`src/rtl/ram_port_arbiter_pkg.sv`:
```
// Shared types and helpers for the scratchpad RAM port arbiter.
package ram_port_arbiter_pkg;

    // Largest supported requester count.
    localparam int unsigned NREQ_MAX = 8;

    // Sequencer states: zero sweep after reset, then normal arbitration.
    typedef enum logic {
        ST_CLEAR = 1'b0,
        ST_RUN   = 1'b1
    } arb_state_e;

    // Width of the round-robin pointer / grant index (at least one bit).
    function automatic int unsigned ptr_width(input int unsigned n);
        return (n > 1) ? $clog2(n) : 1;
    endfunction

endpackage

```
`src/rtl/ram_port_arbiter_rr_pick.sv`:
```
// Combinational round-robin picker: first valid requester at or after ptr.
module rr_pick
    import ram_port_arbiter_pkg::*;
#(
    parameter int unsigned NREQ = 2,
    parameter int unsigned PW   = ptr_width(NREQ)
) (
    input  logic [NREQ-1:0] valid,
    input  logic [PW-1:0]   ptr,
    output logic [NREQ-1:0] grant_c,
    output logic [PW-1:0]   idx_c,
    output logic            any_c
);

    logic [PW-1:0] cand;

    // Walk the requesters from ptr upward (mod NREQ); the first valid one wins.
    always_comb begin
        grant_c = '0;
        idx_c   = '0;
        any_c   = 1'b0;
        cand    = '0;
        for (int unsigned k = 0; k < NREQ; k++) begin
            cand = PW'((32'(ptr) + k) % NREQ);
            if (!any_c && valid[cand]) begin
                any_c         = 1'b1;
                grant_c[cand] = 1'b1;
                idx_c         = cand;
            end
        end
    end

endmodule

```
`src/rtl/ram_port_arbiter.sv`:
```
// Round-robin arbiter and sequencer for a single-port synchronous scratchpad.
// Optional post-reset zero sweep, zero-latency grant, one-cycle read response.
module ram_port_arbiter
    import ram_port_arbiter_pkg::*;
#(
    parameter int unsigned AW       = 16,
    parameter int unsigned DW       = 16,
    parameter int unsigned NREQ     = 2,
    parameter int unsigned CLEAR_EN = 1
) (
    input  logic               clk,
    input  logic               rst,
    input  logic [NREQ-1:0]    req_valid,
    output logic [NREQ-1:0]    req_ready,
    input  logic [NREQ-1:0]    req_we,
    input  logic [NREQ*AW-1:0] req_addr,
    input  logic [NREQ*DW-1:0] req_wdata,
    output logic [NREQ-1:0]    rsp_valid,
    output logic [DW-1:0]      rsp_data,
    output logic               busy,
    output logic [AW-1:0]      ram_addr,
    output logic [DW-1:0]      ram_din,
    output logic               ram_we,
    input  logic [DW-1:0]      ram_dout
);

    localparam int unsigned PW = ptr_width(NREQ);
    // One extra bit so the terminal sweep address never aliases a wrapped count.
    localparam int unsigned CW = AW + 1;
    localparam logic [CW-1:0] CLR_LAST = {1'b0, {AW{1'b1}}};

    arb_state_e        state_q, state_d;
    logic [CW-1:0]     clr_q, clr_d;
    logic [PW-1:0]     ptr_q, ptr_d;
    logic [AW-1:0]     addr_q;
    logic [NREQ-1:0]   rsp_q, rsp_d;

    logic [NREQ-1:0]   pick_grant;
    logic [PW-1:0]     pick_idx;
    logic              pick_any;

    logic [AW-1:0]     addr_a  [NREQ];
    logic [DW-1:0]     wdata_a [NREQ];

    // Unpack the per-requester address and write-data slices.
    for (genvar i = 0; i < NREQ; i++) begin : g_split
        assign addr_a[i]  = req_addr[i*AW +: AW];
        assign wdata_a[i] = req_wdata[i*DW +: DW];
    end

    rr_pick #(
        .NREQ (NREQ),
        .PW   (PW)
    ) u_pick (
        .valid   (req_valid),
        .ptr     (ptr_q),
        .grant_c (pick_grant),
        .idx_c   (pick_idx),
        .any_c   (pick_any)
    );

    // Next-state, RAM port mux and grant; nothing is granted or written while rst is high.
    always_comb begin
        state_d   = state_q;
        clr_d     = clr_q;
        ptr_d     = ptr_q;
        rsp_d     = '0;
        req_ready = '0;
        ram_we    = 1'b0;
        ram_din   = '0;
        ram_addr  = addr_q;
        if (rst) begin
            ram_addr = '0;
        end else if (state_q == ST_CLEAR) begin
            ram_we   = 1'b1;
            ram_addr = clr_q[AW-1:0];
            clr_d    = clr_q + CW'(1);
            if (clr_q == CLR_LAST) begin
                state_d = ST_RUN;
            end
        end else if (pick_any) begin
            req_ready = pick_grant;
            ram_we    = req_we[pick_idx];
            ram_addr  = addr_a[pick_idx];
            ram_din   = wdata_a[pick_idx];
            rsp_d     = req_we[pick_idx] ? '0 : pick_grant;
            ptr_d     = (pick_idx == PW'(NREQ - 1)) ? '0 : pick_idx + PW'(1);
        end
    end

    // State, sweep counter, pointer, held address and response pipeline.
    always_ff @(posedge clk) begin
        if (rst) begin
            state_q <= (CLEAR_EN != 0) ? ST_CLEAR : ST_RUN;
            clr_q   <= '0;
            ptr_q   <= '0;
            addr_q  <= '0;
            rsp_q   <= '0;
        end else begin
            state_q <= state_d;
            clr_q   <= clr_d;
            ptr_q   <= ptr_d;
            addr_q  <= ram_addr;
            rsp_q   <= rsp_d;
        end
    end

    // A response in flight when reset arrives is dropped.
    assign rsp_valid = rsp_q & ~{NREQ{rst}};
    assign rsp_data  = ram_dout;
    assign busy      = (state_q == ST_CLEAR);

endmodule

```
`config.mk`:
```
export PLATFORM = sky130hd
export DESIGN_NAME = ram_port_arbiter
export DESIGN_NICKNAME = d
export VERILOG_FILES = /design/src/rtl/ram_port_arbiter_pkg.sv /design/src/rtl/ram_port_arbiter_rr_pick.sv /design/src/rtl/ram_port_arbiter.sv
export SDC_FILE = /design/constraint.sdc
export NUM_CORES = 1
export LEC_CHECK = 0
export ABC_AREA = 1
export BUFFER_PORTS_ARGS = -buffer_cell sky130_fd_sc_hd__buf_4
export CAP_MARGIN = 40
export CORE_AREA = 10 10 106 79
export DETAILED_ROUTE_END_ITERATION = 16
export DIE_AREA = 0 0 116 89
export GPL_ROUTABILITY_DRIVEN = 0
export MAX_ROUTING_LAYER = met4
export PLACE_DENSITY_LB_ADDON = 0.1
export SYNTH_ARGS = -nofsm -noshare
export SYNTH_HDL_FRONTEND = slang
export SYNTH_SLANG_ARGS = --single-unit
```
`constraint.sdc`:
```
create_clock -name clk -period 1.5 [get_ports clk]
set_clock_uncertainty 0.15 [all_clocks]
set_input_delay 0.3 -clock clk [delete_from_list [all_inputs] [get_ports clk]]
set_output_delay 0.3 -clock clk [all_outputs]
set_load 0.1 [all_outputs]
```
## Word level (Yosys, flattened, before mapping)

Cells that the tools add are included.

- Register bits after elaboration: 37
- Input port bits: 86
- Logic and storage cells: 64
- Output and inout bits: 54

- Bitwise operators: 6
- Muxes and demuxes: 37
- Reduce and logical (&&, ||, !) cells: 6
- Equal/unequal tests: 1
- Order comparisons: 6
- Add/subtract/negate cells: 3

Operators with widths:

| kind | number |
|---|---|
| 2-to-1 mux 16 bit | 12 |
| 2-to-1 mux 1 bit | 18 |
| adder 17 x 1 -> 17 bit (second input constant) | 1 |
| == test 17 x 16 -> 1 bit (second input constant) | 1 |
| 2-to-1 mux 2 bit | 5 |
| less-than comparator 1 x 2 -> 1 bit (second input constant) | 3 |
| OR reduction 4 bit | 1 |
| logical AND 1 bit | 3 |
| adder 1 bit (second input constant) | 2 |
| AND 2 bit | 1 |
| demux 1 bit (select 1 bit) | 2 |
| greater-or-equal comparator 1 bit (second input constant) | 2 |
| greater-or-equal comparator 2 bit (second input constant) | 1 |
| inverter 1 bit | 2 |
| inverter 1 -> 2 bit | 1 |
| inverter 2 bit | 1 |
| OR 2 bit | 1 |
| AND reduction 2 bit | 1 |
| zero test 1 bit | 1 |

## Logic depth before layout (Yosys ltp)

Gate-level depths: netlist of the first run.

- Depth after elaboration: 13
- Mapped depth: 9
- Mapped depth without buffers: 8

## Modules after synthesis

From an unflattened synthesis of the first run, not the netlist that was laid out.

- Cells, all modules: 379
- Area total of the unflattened synthesis: 2374.8 sq um

By module, submodules not included:

| module | seq. area each (sq um) | instances | cells an instance | area an instance (sq um) |
|---|---|---|---|---|
| ram_port_arbiter | 740.7 | 1 | 365 | 2319.7 |
| rr_pick | 0.0 | 1 | 14 | 55.1 |

## Worst setup path before layout of the first run

Ideal clock, no wire load.

- Path kind: register -> output
- Start: register state_q
- End: output req_ready[1]
- Arrival: 2.932 ns
- Buffers on the path: 1
- Data required time: 1.050 ns
- Stages on the path, launching flop included: 4
- Path slack: -1.882 ns
- Cell sequence: dfxtp_1 -> inv_2 -> buf_2 -> nor3_1

- Word-level cells in the longest chain between the ends: 2

RTL lines:

| item | RTL line | RTL |
|---|---|---|
| start: declaration | ram_port_arbiter.sv:32 | `arb_state_e state_q, state_d;` |
| start signal: assignment | ram_port_arbiter.sv:94 | `state_q <= (CLEAR_EN != 0) ? ST_CLEAR : ST_RUN;` |
| start signal: assignment | ram_port_arbiter.sv:100 | `state_q <= state_d;` |
| 2-to-1 mux 2 bit | ram_port_arbiter.sv:74 | `end else if (state_q == ST_CLEAR) begin` |
| 2-to-1 mux 2 bit | ram_port_arbiter.sv:72 | `if (rst) begin` |
| end: declaration | ram_port_arbiter.sv:14 | `output logic [NREQ-1:0] req_ready,` |

No other way between the ends.

## Worst setup path after layout of the first run

- Start: register ptr_q
- End: output ram_we

- Word-level cells in the longest chain between the ends: 11
- Elaborated cells on any way between the ends: 16
- Classes of those cells: add/sub (1); mux (13); reduce/logical (2)

RTL lines:

| item | RTL line | RTL |
|---|---|---|
| start: declaration | ram_port_arbiter.sv:34 | `logic [PW-1:0] ptr_q, ptr_d;` |
| start signal: assignment | ram_port_arbiter.sv:102 | `ptr_q <= ptr_d;` |
| 2-to-1 mux 1 bit (implied by the code) (2 in series) | ram_port_arbiter_rr_pick.sv:25 | `if (!any_c && valid[cand]) begin` |
| 2-to-1 mux 1 bit | ram_port_arbiter_rr_pick.sv:25 |  |
| zero test 1 bit | ram_port_arbiter_rr_pick.sv:25 |  |
| logical AND 1 bit | ram_port_arbiter_rr_pick.sv:25 |  |
| 2-to-1 mux 1 bit | ram_port_arbiter_rr_pick.sv:25 |  |
| 2-to-1 mux 1 bit (implied by the code) (2 in series) | ram_port_arbiter.sv:83 | `ram_we = req_we[pick_idx];` |
| 2-to-1 mux 1 bit (*) | ram_port_arbiter.sv:81 | `end else if (pick_any) begin` |
| 2-to-1 mux 1 bit (*) | ram_port_arbiter.sv:74 |  |
| 2-to-1 mux 1 bit (*) | ram_port_arbiter.sv:72 |  |
| end: declaration | ram_port_arbiter.sv:23 | `output logic ram_we,` |

Mark *: on every way between the ends. The rest lies on a longest branch, timed or not. The select of a mux whose other input is x is not followed.

==> flow_metrics.tcl, run 1 <==
set metrics [dict create \
    place.port_buffers 107 \
    cts_buffer_depth 2 \
    cts_buffers 5 \
    grt_pass1_vias 3617 \
    status "finished with violations" \
    yosys.area.top_type "dfxtp_1" \
    max_freq_ghz 0.463 \
    ys_async_sr_fraction 0 \
    dp_hpwl_microns 7600 \
    clkLatencyLatePin_ns 0.29 \
    avgSynthCellArea_sq_um 6.65 \
    nNetsFinal 642 \
    die_h_microns 89 \
    tightest_slew_ns 0.296 \
    report.final.setup_viol 60 \
    dr.pass1.iters 5 \
    synth_most_common_cell "nand2_1" \
    p_leak_nw 2.21 \
    ant_nets 0 \
    synthToLayoutAreaGrowth_pct 123 \
    critPathKind "register to primary output" \
    drtIter0Drc 259 \
    fin_cells 635 \
    crit_fanout 8 \
    synth_cell_type_count 34 \
    grt_pass1_wl_microns 19200 \
    irDropWorstVdd_uv 276 \
    critPathLaunchType "register" \
    antenna_found_initial 0 \
    setup_ws_ns -0.658 \
    wl_microns 13300 \
    dp.cells 600 \
    overflow 0 \
    arrival_ns 1.71 \
    start_util 0.382 \
    slew_headroom 0.803 \
    grt_max_degree 18 \
    wl_per_cell_microns 21.0 \
    hold_slack_ns 0.0467 \
    hold_class "input port to register" \
    drive_gt1_frac 0.644 \
    numClockSinks 37 \
    utilization 0.854 \
    period_share 1.44 \
    final_hold_viol_count 0 \
    yosys_warnings 0 \
    vias 3481 \
    total_power_mw 2.41 \
    dieArea_sq_mm 0.0103 \
    synth_flop_cell "dfxtp_1" \
    htreeDepth 2 \
    synth_top_area_share 0.298 \
    n_antenna_cell 0 \
    synth_fp_nets 462 \
    slew_violations 0 \
    netlist_area_sq_mm 0.00249 \
    clock-root-buffer "clkbuf_8" \
    max_cap_viol_count 0 \
    ioPinCount 140 \
    synthCells 374 \
    core_region_area_sq_mm 0.00651 \
    power_density_mw_per_mm2 433 \
    drc_errors 0 \
    synth-edff-count 0 \
    synth_area_leaders "dfxtp_1, nand2_1, a21oi_1, inv_1, buf_4" \
    die_w_microns 116 \
    seq_area_frac_synth 0.298 \
    grt_usage 0.244 \
    clkTransAtPathRegs_ns 0.07 \
    netlist_top_cells_count "nand2_1, a21oi_1, inv_1, nor2_1, dfxtp_1" \
    endpoint_kind "primary output" \
    rsz0062_at_grt "true" \
    synth-seq-cells 37 \
    num_rows 25 \
    fin_crit_ns 2.16 \
    cts_tree "done" \
    avgViaCountPerCell 5.48 \
    violations "negative setup slack" \
    cp_data_required_time_ns 1.05 \
]
==> flip-flops by register name (all words and copies together) (netlist names) <==
register  flops
clr_q        17
state_q       1
rsp_q         2
addr_q       16
ptr_q         1
==> logic make-up (layout without fill, tap and decap cells) <==
logic type / Yosys count / count (layout) / share of synthesized area
XOR/XNOR: 1 / 1 / 0.00352
adder cells (fa/ha/maj): 2 / 2 / 0.0101
flip-flops: 37 / 37 / 0.298
AND/OR/NAND/NOR: 163 / 163 / 0.288
AO/OA/AOI/OAI: 93 / 93 / 0.239
buffers and inverters: 78 / 258 / 0.161
==> where the power goes <==
group / internal [mW] / switching, mW
Sequential: 0.993 / 0.0104
Combinational: 0.320 / 0.362
Clock: 0.365 / 0.359
Total: 1.68 / 0.731
==> critical path: stages (launching register included) <==
cell	delay, ns
dfxtp_2	0.35
inv_2	0.05
nand2_4	0.09
nand2_8	0.12
buf_6	0.15
nand2_2	0.07
o21ai_4	0.07
o21ai_2	0.15
nand2_2	0.09
clkinvlp_4	0.09
buf_12	0.17
==> final timing paths <==
| kind | from | to | slack [ns] | cells past startpoint |
|---|---|---|---|---|
| worst max-delay path | ptr_q | ram_we | -0.66 | 10 |
| worst min-delay path | req_we[1] | rsp_q[1] | 0.05 | 2 |
| worst max register to register | ptr_q | ptr_q | -0.43 | 11 |
| worst min register to register | clr_q[15] | clr_q[15] | 0.36 | 2 |
==> cell type report <==
cell class	instances	area [sq um]
clock buffer	7	86.3
inverter	43	185
multi-input combinational	259	2170
fill	313	948
sequential	37	749
timing repair buffer	208	2260
tap	81	101
==> through the flow <==
stage,TNS [ns],instance area (sq um),worst slack (ns)
finish,-23.30,5560,-0.658
CTS,-19.56,5440,-0.582
floorplan,-12.86,3000,-0.580
detailed placement,-15.27,4230,-0.459
global route,-25.73,5560,-0.689
global placement,-13.39,4230,-0.417
==> what timing repair did <==
action	CTS	global route
cloned	3	0
setup buffers	26	8
gates resized for setup	213	45
setup endpoints to repair	58	64
pin swaps	39	20
hold buffers	0	0
==> layout by cell type (no fill, tap or decap), drive strengths merged, types with 10 or more instances in the layout <==
master,instances
o21ai,20
inv,40
or2,11
nor2,41
o211ai,10
nand2,77
buf,208
dfxtp,37
nand3,26
a21oi,49
==> routing by layer <==
layer | routed length (microns) | global-route usage
met1 | 4970 | 0.267
met2 | 6570 | 0.427
met5 | 0 | -
met3 | 1110 | 0.0530
met4 | 674 | 0.0963
Note: power is estimated with default switching activity, not from simulation.
==> run 2, diff against run 1 <==
Settings changed: CELL_PAD_IN_SITES_DETAIL_PLACEMENT from default to 0, CELL_PAD_IN_SITES_GLOBAL_PLACEMENT from default to 1, CORE_AREA 10 10 106 79 to 10 10 128 95, DIE_AREA 0 0 116 89 to 0 0 138 105.
==> run 2 against run 1 <==
Net effect:
- the flow still finishes with violations (negative setup slack)
- total power increased by 23%
- register-to-register slack improved by 0.23 ns
- worst setup slack gained 0.072 ns
- via count shrank 11%
- flip-flop and latch count stayed put
- non-clock buffer count shrank 6
- critical path depth shrank 2
- largest power group is now clock
- highest routed layer unchanged
==> flow_metrics.tcl, run 2 (synthesis results as in run 1) <==
set metrics [dict create \
    status "finished with violations" \
    violations "negative setup slack" \
    dp_slack_ns -0.434 \
    drc_errors 0 \
    setup_ws_ns -0.586 \
    largest_register_ffs 17 \
    cts_buffers 5 \
    place.port_buffers 107 \
    wl_microns 11200 \
    synthToLayoutAreaGrowth_pct 130 \
    cts_buffer_depth 2 \
    dr.pass1.iters 4 \
    hold_class "input port to register" \
    ant_nets 0 \
    die_w_microns 138 \
    tns_ns -18.67 \
    dieArea_sq_mm 0.0145 \
    slew_violations 0 \
    nNetsFinal 636 \
    antenna_found_initial 0 \
    report.final.setup_viol 42 \
    crit_fanout 7 \
    numClockSinks 37 \
    n_antenna_cell 0 \
    layout_common_cells "buf_4, buf_12, nand2_1" \
    htreeDepth 2 \
    fin_crit_ns 2.09 \
    grt_usage 0.149 \
    placed_cell_area_sq_mm 0.00429 \
    drive_gt1_frac 0.641 \
    grt_use_met2 0.219 \
    clkLatencyLatePin_ns 0.29 \
    irDropWorstVdd_uv 594 \
    start_util 0.259 \
    cp_data_required_time_ns 1.05 \
    endpoint_kind "primary output" \
    drtIter0Drc 113 \
    final_common_cell "buf_4" \
    critPathKind "register to primary output" \
    rsz0062_at_grt "true" \
    tightest_slew_ns 0.306 \
    reg.largest.list "clr_q x17, addr_q x16, rsp_q x2" \
    vias 3085 \
    grtUsageMet3 0.0326 \
    grt_pass1_vias 3163 \
    critPathLaunchType "register" \
    arrival_ns 1.64 \
    dp_hpwl_microns 7940 \
    max_cap_viol_count 0 \
    cts_tree "done" \
    num_rows 30 \
    slew_headroom 0.795 \
    overflow 0 \
    period_share 1.39 \
    core_region_area_sq_mm 0.00961 \
    ioPinCount 140 \
    clock-root-buffer "clkbuf_16" \
    p_leak_nw 2.26 \
    grt.busiest_layer "met2" \
    wl_per_cell_microns 16.5 \
    regMostFlops "clr_q" \
    design_area_sq_mm 0.00573 \
    final_hold_viol_count 0 \
    clkTransAtPathRegs_ns 0.06 \
    power_density_mw_per_mm2 516 \
    max_freq_ghz 0.479 \
    grt_pass1_wl_microns 17400 \
    hold_slack_ns 0.0544 \
    avgViaCountPerCell 4.56 \
    die_h_microns 105 \
    grt_max_degree 19 \
    grtUsageMet1 0.203 \
]
==> run 2: cell count changes in the layout (fill, tap and decap cells not counted), sizes merged <==
| cell | delta |
|---|---|
| buf | -7 |
| bufinv | +1 |
| clkinvlp | +1 |
==> run 2: final timing paths <==
path / from / to / slack (ns) / cells after the start
worst max-delay path: ptr_q / ram_addr[8] / -0.59 / 8
worst min-delay path: req_we[1] / rsp_q[1] / 0.05 / 2
worst max register to register: clr_q[0] / clr_q[16] / -0.20 / 8
worst min register to register: clr_q[14] / clr_q[14] / 0.36 / 2
==> run 2: layout make-up <==
type                    count  area, sq um
well taps                 128          160
fillers                   840         3880
inverters                  43          190
flip-flops and latches     37          749
multi-input cells         259         2200
clock inverters             2         37.5
repair buffers            202         2250
clock buffers               6          139
==> run 2: report_power, final <==
group	total, mW	switching [mW]	internal (mW)
registers	1.00	0.00930	0.994
clock network	1.27	0.436	0.830
logic	0.684	0.346	0.338
==> run 2: critical path, stage by stage (launching register included) <==
cell and delay, ns:
dfxtp_2 0.34, inv_2 0.05, nand2_4 0.08, nand2_8 0.11, inv_12 0.12, buf_8 0.12, nor2_4 0.04, o31ai_4 0.27
buf_12 0.21
==> run 2: stage by stage <==
stage	total power, mW	instances	util
final	2.95	677	0.596
after global routing	3.06	677	0.596
after global placement	1.52	647	0.446
after detailed placement	1.53	647	0.446
after floorplan	1.48	374	-
after CTS	2.96	674	0.581
==> run 2: what timing repair did <==
item / in CTS / in global routing
buffers inserted: 15 / 14
hold buffers: 0 / 0
pin swaps: 36 / 35
gates cloned: 5 / 1
resized for setup: 231 / 42
setup endpoints to repair: 56 / 60
==> run 2: per-layer routing <==
metal,vias up,part of all wire
li1,1566,-
met2,66,0.46
met5,-,0
met1,1440,0.49
met3,13,0.037
met4,0,0.0093
